<file path="src/rtl/alt_reset_seq_delay_if.sv">
// Bundle of per-channel ready, delay configuration and loss-count signals
// exchanged between the reset-sequencing delay block and its client.
interface alt_reset_seq_delay_if #(
    parameter int NUM_CH    = 4,
    parameter int CNTR_BITS = 16,
    parameter int LOSS_BITS = 8
);
    logic [NUM_CH-1:0]           ready_in;
    logic [NUM_CH*CNTR_BITS-1:0] delay_cfg;
    logic                        clr_loss;
    logic [NUM_CH-1:0]           ready_out;
    logic                        all_ready;
    logic [NUM_CH*LOSS_BITS-1:0] loss_cnt;

    modport master (
        output ready_in,
        output delay_cfg,
        output clr_loss,
        input  ready_out,
        input  all_ready,
        input  loss_cnt
    );

    modport slave (
        input  ready_in,
        input  delay_cfg,
        input  clr_loss,
        output ready_out,
        output all_ready,
        output loss_cnt
    );
endinterface

</file>
<file path="src/rtl/alt_reset_seq_delay.sv">
// Multi-channel reset-release delay: each ready output drops at once with its
// input, and re-asserts only after synchronisation plus a programmable delay.
module alt_reset_seq_delay #(
    parameter int NUM_CH      = 4,
    parameter int CNTR_BITS   = 16,
    parameter int SYNC_STAGES = 3,
    parameter int SEQUENTIAL  = 0,
    parameter int LOSS_BITS   = 8
) (
    input  logic                 clk,
    input  logic                 rst_n,
    alt_reset_seq_delay_if.slave bus
);
    logic [NUM_CH-1:0] rdy;
    logic              all_ready_q;

    assign bus.ready_out = rdy;
    assign bus.all_ready = all_ready_q;

    for (genvar i = 0; i < NUM_CH; i++) begin : g_ch
        logic                   chain_rst_n;
        logic                   cnt_rst_n;
        logic                   gate;
        logic [SYNC_STAGES-1:0] sync_q;
        logic [CNTR_BITS-1:0]   cfg;
        logic [CNTR_BITS-1:0]   cnt;
        logic                   rdy_q;
        logic                   rdy_d;
        logic [LOSS_BITS-1:0]   loss_q;

        assign cfg         = bus.delay_cfg[i*CNTR_BITS +: CNTR_BITS];
        assign chain_rst_n = rst_n & bus.ready_in[i];
        // A low ready_in ripples through the synchroniser straight into the
        // counter reset, so the output drops without waiting for a clock.
        assign cnt_rst_n   = rst_n & sync_q[SYNC_STAGES-1];

        if (SEQUENTIAL == 0 || i == 0) begin : g_free
            assign gate = 1'b1;
        end else begin : g_chain
            assign gate = rdy[i-1];
        end

        always_ff @(posedge clk or negedge chain_rst_n) begin
            if (!chain_rst_n) begin
                sync_q <= '0;
            end else begin
                sync_q <= {sync_q[SYNC_STAGES-2:0], 1'b1};
            end
        end

        // Count only below the terminal value, so an all-ones delay never wraps.
        always_ff @(posedge clk or negedge cnt_rst_n) begin
            if (!cnt_rst_n) begin
                cnt   <= '0;
                rdy_q <= 1'b0;
            end else if (!gate) begin
                cnt   <= '0;
                rdy_q <= 1'b0;
            end else if (!rdy_q) begin
                if (cnt >= cfg) begin
                    rdy_q <= 1'b1;
                end else begin
                    cnt <= cnt + CNTR_BITS'(1);
                end
            end
        end

        assign rdy[i] = rdy_q;

        always_ff @(posedge clk or negedge rst_n) begin
            if (!rst_n) begin
                rdy_d  <= 1'b0;
                loss_q <= '0;
            end else begin
                rdy_d <= rdy_q;
                if (bus.clr_loss) begin
                    loss_q <= '0;
                end else if (rdy_d && !rdy_q && (loss_q != '1)) begin
                    loss_q <= loss_q + LOSS_BITS'(1);
                end
            end
        end

        assign bus.loss_cnt[i*LOSS_BITS +: LOSS_BITS] = loss_q;
    end

    always_ff @(posedge clk or negedge rst_n) begin
        if (!rst_n) begin
            all_ready_q <= 1'b0;
        end else begin
            all_ready_q <= &rdy;
        end
    end
endmodule
</file>
<file path="src/flat_wrapper.sv">
// flat-port wrapper written by rule: the top's interface ports become plain ports
module alt_reset_seq_delay_flat 
#(
    parameter int NUM_CH      = 4,
    parameter int CNTR_BITS   = 16,
    parameter int SYNC_STAGES = 3,
    parameter int SEQUENTIAL  = 0,
    parameter int LOSS_BITS   = 8
)
  (clk, rst_n, bus_ready_in, bus_delay_cfg, bus_clr_loss, bus_ready_out, bus_all_ready, bus_loss_cnt);
  alt_reset_seq_delay_if #(.NUM_CH(NUM_CH), .CNTR_BITS(CNTR_BITS), .LOSS_BITS(LOSS_BITS)) bus_i ();
  input  logic clk;
  input  logic rst_n;
  input wire logic [$bits(bus_i.ready_in)-1:0] bus_ready_in;
  input wire logic [$bits(bus_i.delay_cfg)-1:0] bus_delay_cfg;
  input wire logic [$bits(bus_i.clr_loss)-1:0] bus_clr_loss;
  output wire logic [$bits(bus_i.ready_out)-1:0] bus_ready_out;
  output wire logic [$bits(bus_i.all_ready)-1:0] bus_all_ready;
  output wire logic [$bits(bus_i.loss_cnt)-1:0] bus_loss_cnt;
  assign bus_i.ready_in = bus_ready_in;
  assign bus_i.delay_cfg = bus_delay_cfg;
  assign bus_i.clr_loss = bus_clr_loss;
  assign bus_ready_out = bus_i.ready_out;
  assign bus_all_ready = bus_i.all_ready;
  assign bus_loss_cnt = bus_i.loss_cnt;
  alt_reset_seq_delay #(.NUM_CH(NUM_CH), .CNTR_BITS(CNTR_BITS), .SYNC_STAGES(SYNC_STAGES), .SEQUENTIAL(SEQUENTIAL), .LOSS_BITS(LOSS_BITS)) u_core (.clk(clk), .rst_n(rst_n), .bus(bus_i));
endmodule
</file>
<file path="config.mk">
export PLATFORM = sky130hd
export DESIGN_NAME = alt_reset_seq_delay_flat
export DESIGN_NICKNAME = d
export VERILOG_FILES = /design/src/rtl/alt_reset_seq_delay_if.sv /design/src/rtl/alt_reset_seq_delay.sv /design/src/flat_wrapper.sv
export SDC_FILE = /design/constraint.sdc
export NUM_CORES = 1
export LEC_CHECK = 0
export BUFFER_PORTS_ARGS = -buffer_cell sky130_fd_sc_hd__buf_2
export CORE_MARGIN = 2
export CORE_UTILIZATION = 35
export DETAILED_ROUTE_END_ITERATION = 10
export GPL_TIMING_DRIVEN = 0
export MAX_ROUTING_LAYER = met4
export PLACE_DENSITY = 0.64
export SLEW_MARGIN = 20
export SYNTH_ARGS = -nofsm -noshare
export SYNTH_HDL_FRONTEND = slang
export SYNTH_SLANG_ARGS = --single-unit
</file>
<file path="constraint.sdc">
create_clock -name clk -period 0.8 [get_ports clk]
set_clock_uncertainty 0.05 [all_clocks]
set_input_delay 0.08 -clock clk [delete_from_list [all_inputs] [get_ports clk]]
set_output_delay 0.08 -clock clk [all_outputs]
set_load 0.03 [all_outputs]
</file>
# After elaboration in Yosys (flattened, before gate mapping)
# Cells that the tools add are included.
# classes
n_addsub	8
order_cmp	4
n_bitwise	16
n_reduce_logical	21
muxes	16
eq_ne	4
# op_table
operator	count
16-bit by 1-bit adder with 16-bit output (second input constant)	4
16-bit greater-or-equal comparator	4
8-bit 2-to-1 mux	8
8-bit by 1-bit adder with 8-bit output (second input constant)	4
8-bit inequality test (second input constant)	4
1-bit bitwise AND	8
1-bit logical AND	8
1-bit 2-to-1 mux	8
1-bit inverter	8
2-bit AND reduction	4
2-bit nonzero test	4
1-bit logical NOT	4
4-bit AND reduction	1
# totals
elab_cells	90
inputBits	71
out_inout_bits	37
regBits	117

# Longest topological paths before layout
# logic_depth
ltp_word	5
depth_mapped	10
ltp_nobuf	8

# Worst setup path after synthesis
# Ideal clock, no wire load.
# synth_path
path_kind	reg-to-reg
from	register u_core.g_ch[1].cnt[0]
to	register u_core.g_ch[1].cnt[1]
path_buffers	0
path_slack_ns	-1.303
required_time_ns	0.623
synth_period_minus_slack_ns	2.103
t_arrival_ns	1.925
path_stages_with_launch	9
setup_ns	0.127
path_cell_list	dfrtp_1 -> inv_1 -> ha_1 -> nand2b_1 -> a21o_1 -> a211o_1 -> a21boi_2 -> nand2_2 -> mux2_1
# synth_via
elab_chain_cells	3
word_cells_on_any_way	4
cone_classes	add/sub: 1; order compare: 1; bitwise: 1; reduce/logical: 1
# synth_rtl
item	line	source
start: declaration	alt_reset_seq_delay.sv:26	logic [CNTR_BITS-1:0] cnt;
start signal: assignment	alt_reset_seq_delay.sv:63	cnt <= cnt + CNTR_BITS'(1);
16-bit greater-or-equal comparator	alt_reset_seq_delay.sv:60	if (cnt >= cfg) begin
1-bit inverter (no line)	-	
2-bit AND reduction (no line)	-	
# Several ways; a longest one is shown, not always the timed one.
# A chain may end at the register's enable or synchronous reset.

# Final worst setup path
# layout_path
from	register u_core.g_ch[0].cnt[13]
to	register u_core.g_ch[0].cnt[1]
# layout_via
elab_chain_cells	3
# layout_rtl
item	line
start: declaration	alt_reset_seq_delay.sv:26
start signal: assignment	alt_reset_seq_delay.sv:63
16-bit greater-or-equal comparator	alt_reset_seq_delay.sv:60
1-bit inverter (no line)	-
2-bit AND reduction (no line)	-
# No other way between the ends.

==> impl_metrics.json <==
{
  "run_status": "finished, violations left",
  "violations": "hold timing, setup timing",
  "ys.warnings.count": 0,
  "h-tree-depth": 4,
  "ys_types": 52,
  "vias_in_the_first_global_route": 5540,
  "timing.hold.ws_ns": -0.378,
  "floorplan.initialDensity": 0.358,
  "routed_wirelength_mm": 16.7,
  "fp.coreArea_um2": 18800,
  "rsz0062_at_grt": "yes",
  "synthToLayoutAreaGrowth_pct": 60.1,
  "route.detailed.wl_per_inst_um": 14.3,
  "critical_path_depth": 7,
  "routed_vias_inst": 4.87,
  "die_h_um": 142,
  "place_congestion": 0.784,
  "finish.utilization": 0.572,
  "crit-reg2reg-launch": "u_core.g_ch[0].cnt[13]$_DFFE_PN0P_",
  "rrSetupSlack_ns": -1.33,
  "fraction_of_the_mapped_netlist_area_in_adder_cells": 0.134,
  "slew_headroom": 0.495,
  "syn_inst": 671,
  "drt_pass1_iterations": 4,
  "floorplan.io_pins": 108,
  "power.ir.vdd_worst_mv": 1.57,
  "worst_setup_hold_path_clk_slew_ns": 0.06,
  "clock_latency_ns": 0.41,
  "power_leakage_nw": 5.17,
  "finalNonFillerCells": 1173,
  "multiInputGateArea_um2": 4590,
  "min_period_ns": 2.13,
  "finalMaxSlewViolations": 0,
  "crit_path_max_fanout": 4,
  "iter_0_drt_violations": 108,
  "tightestPinTransition_ns": 0.758,
  "power_per_unit_of_standard_cell_area_nw_per_um2": 1710,
  "worst_ep_arrival_time_ns": 2.36,
  "cts_hold_bufs": 5,
  "layout.filler_cells": 1588,
  "floorplan.rows": 50,
  "timing.critical_path.cells": "ha_4 > nand4_1 > nor3_4 > o211ai_1 > o21ai_2 > or2_4 > mux2_4",
  "holdCritPathClass": "primary input to asynchronous set/reset pin",
  "dp_hpwl_mm": 10.4,
  "yosys_top_cell_area_share": 0.436,
  "max_stage_delay_on_crit_path_ns": 0.41,
  "mean_syn_cell_area_um2": 10.0,
  "grt-ovfl-total": 0,
  "timing.fmax_ghz": 0.471,
  "number_of_clock_sinks_seen_by_cts": 117,
  "largest_family_of_logic_cells_by_synthesized_area": "simple AND/OR/NAND/NOR gates",
  "synth_largest_area_cell": "dfrtp_1",
  "drc_errors": 0,
  "grt_first_pass_wirelength_mm": 26.0,
  "die_span_x_um": 142,
  "groute.usage.overall": 0.165,
  "power_mw": 18.4,
  "yosys-top-cells-area": "dfrtp_1 44%, ha_1 13%, xnor2_1 5.5%",
  "slowest_stage": "dfrtp_1",
  "setup.worst_path.class": "register to register",
  "post_route_cells_drive_above_1_share": 0.501,
  "syn-cell-area_um2": 6710,
  "dp.cells": 1015,
  "timing.final.setup_violations": 138,
  "muxShareOfSynthArea": 0.0127,
  "antenna_viol_nets_final": 0,
  "ys_seq_elements": 117,
  "tritoncts": "yes",
  "fp.dieArea_um2": 20300,
  "synthSimpleGateAreaFrac": 0.194,
  "finalHoldViolations": 37,
  "cp.buffers_inverters": 0,
  "place_ws_ns": -1.60,
  "critical_path.top_delay_family": "simple AND/OR/NAND/NOR gates",
  "finalNetCount": 1069,
  "endpoint_kind": "register",
  "worstSetupStartpointType": "register",
  "diodes": 0,
  "final_min_period_over_clock_period": 2.66,
  "worst_ep_required_time_ns": 1.04,
  "area.sequential_um2": 2980,
  "synth_compound_area_frac": 0.0628,
  "yosys.area_share.xor_xnor": 0.107,
  "vias": 5710,
  "postLayoutSetupSlackWorst_ns": -1.33,
  "io_buffers": 107,
  "cts_buffers": 17,
  "antenna_found_initial": 0,
  "reg2regPathDepth": 7,
  "grt_start_max_net_pins": 46,
  "setup.worst_path.start": "u_core.g_ch[0].cnt[13]$_DFFE_PN0P_",
  "seq_area_frac_synth": 0.436,
  "cts_max_path_buffers": 2,
  "worst_r2r_endpoint": "u_core.g_ch[0].cnt[1]$_DFFE_PN0P_",
  "cts_root_buffer": "clkbuf_16",
  "maxCapViolCount": 0
}
## per-layer routing
metal | routed length, µm | global-route usage
met2 | 8570 | 0.274
met3 | 594 | 0.0444
met1 | 7320 | 0.201
met4 | 256 | 0.0412
met5 | 0 | -
## cells by family (layout without fill, tap and decap cells)
logic type / after synthesis / count (layout)
AND/OR/NAND/NOR: 239 / 239
flip-flops: 117 / 117
buffers and inverters: 86 / 351
XOR/XNOR: 82 / 82
adder cells (fa/ha/maj): 72 / 72
AO/OA/AOI/OAI: 66 / 66
multiplexers: 8 / 8
other: 1 / 4
## cell type report
cell class              instances  area share
plain buffers                  13      0.0113
clock buffers                  19      0.0403
clock inverters                13      0.0102
inverters                      70      0.0245
multi-input cells             471       0.427
flip-flops and latches        117       0.277
well taps                     234      0.0273
repair buffers                236       0.182
## worst max path at each step
stage	to	slack [ns]
after floorplan	u_core.g_ch[0].cnt[1]$_DFFE_PN0P_	-1.23
after global placement	u_core.g_ch[0].cnt[11]$_DFFE_PN0P_	-1.58
after detailed placement	u_core.g_ch[0].cnt[11]$_DFFE_PN0P_	-1.60
after CTS	u_core.g_ch[0].cnt[1]$_DFFE_PN0P_	-1.31
after global routing	u_core.g_ch[0].cnt[1]$_DFFE_PN0P_	-1.45
final	u_core.g_ch[0].cnt[1]$_DFFE_PN0P_	-1.33
## metrics by stage
step / area [µm²] / TNS [ns]
final: 10700 / -120.26
after global routing: 10700 / -130.46
after global placement: 7970 / -193.51
after CTS: 9920 / -120.50
after floorplan: 7140 / -97.95
after detailed placement: 7970 / -193.52
## cells in the mapped netlist, drive strengths merged
library cell / n
o21ai: 21
a21boi: 1
dfrtp: 117
a2bb2oi: 1
nor4b: 2
nor2b: 2
ha: 72
o211a: 2
a21oi: 28
or2: 2
nand2b: 4
a211oi: 2
a21o: 2
clkbuf: 7
nand4: 40
o211ai: 2
inv: 70
nand3: 23
nor3: 20
and2: 15
a211o: 1
or3: 7
o311ai: 1
buf: 9
xor2: 40
and3: 18
nand2: 46
a2111oi: 1
nor2: 41
a41oi: 1
nor4: 6
mux2i: 4
conb: 1
xnor2: 42
nor3b: 4
and4: 9
a32oi: 1
mux2: 4
o21a: 2
## power by group
group	switching, mW	internal [mW]	leakage (nW)	total (mW)
logic	2.11	2.25	3.43	4.36
clock network	2.75	4.24	0.255	6.99
registers	0.571	6.47	1.48	7.04
## sequential cells by signal, summed over array words and instances, names as in the netlist
signal	flops
u_core.g_ch.cnt	64
u_core.g_ch.sync_q	12
u_core.g_ch.rdy_d	4
u_core.g_ch.loss_q	32
u_core.bus.all_ready	1
u_core.g_ch.rdy_q	4
## cells in the final DEF (no fill, tap or decap), types with 34 or more instances in the layout
cell type | Yosys | layout
buf_2 | 4 | 69
dfrtp_2 | 0 | 38
xor2_1 | 40 | 39
ha_1 | 72 | 49
buf_4 | 4 | 80
buf_6 | 1 | 83
inv_1 | 70 | 66
dfrtp_1 | 117 | 79
nor2_1 | 41 | 34
nand4_1 | 39 | 39
## repair_timing
item / in CTS / in global routing
pin swaps: 78 / 87
setup endpoints to repair: 206 / 139
cloned: 3 / 1
endpoints found under the hold margin: 51 / 37
setup buffers: 77 / 51
resized for setup: 188 / 99
Note: power is estimated with default switching activity, not from simulation.
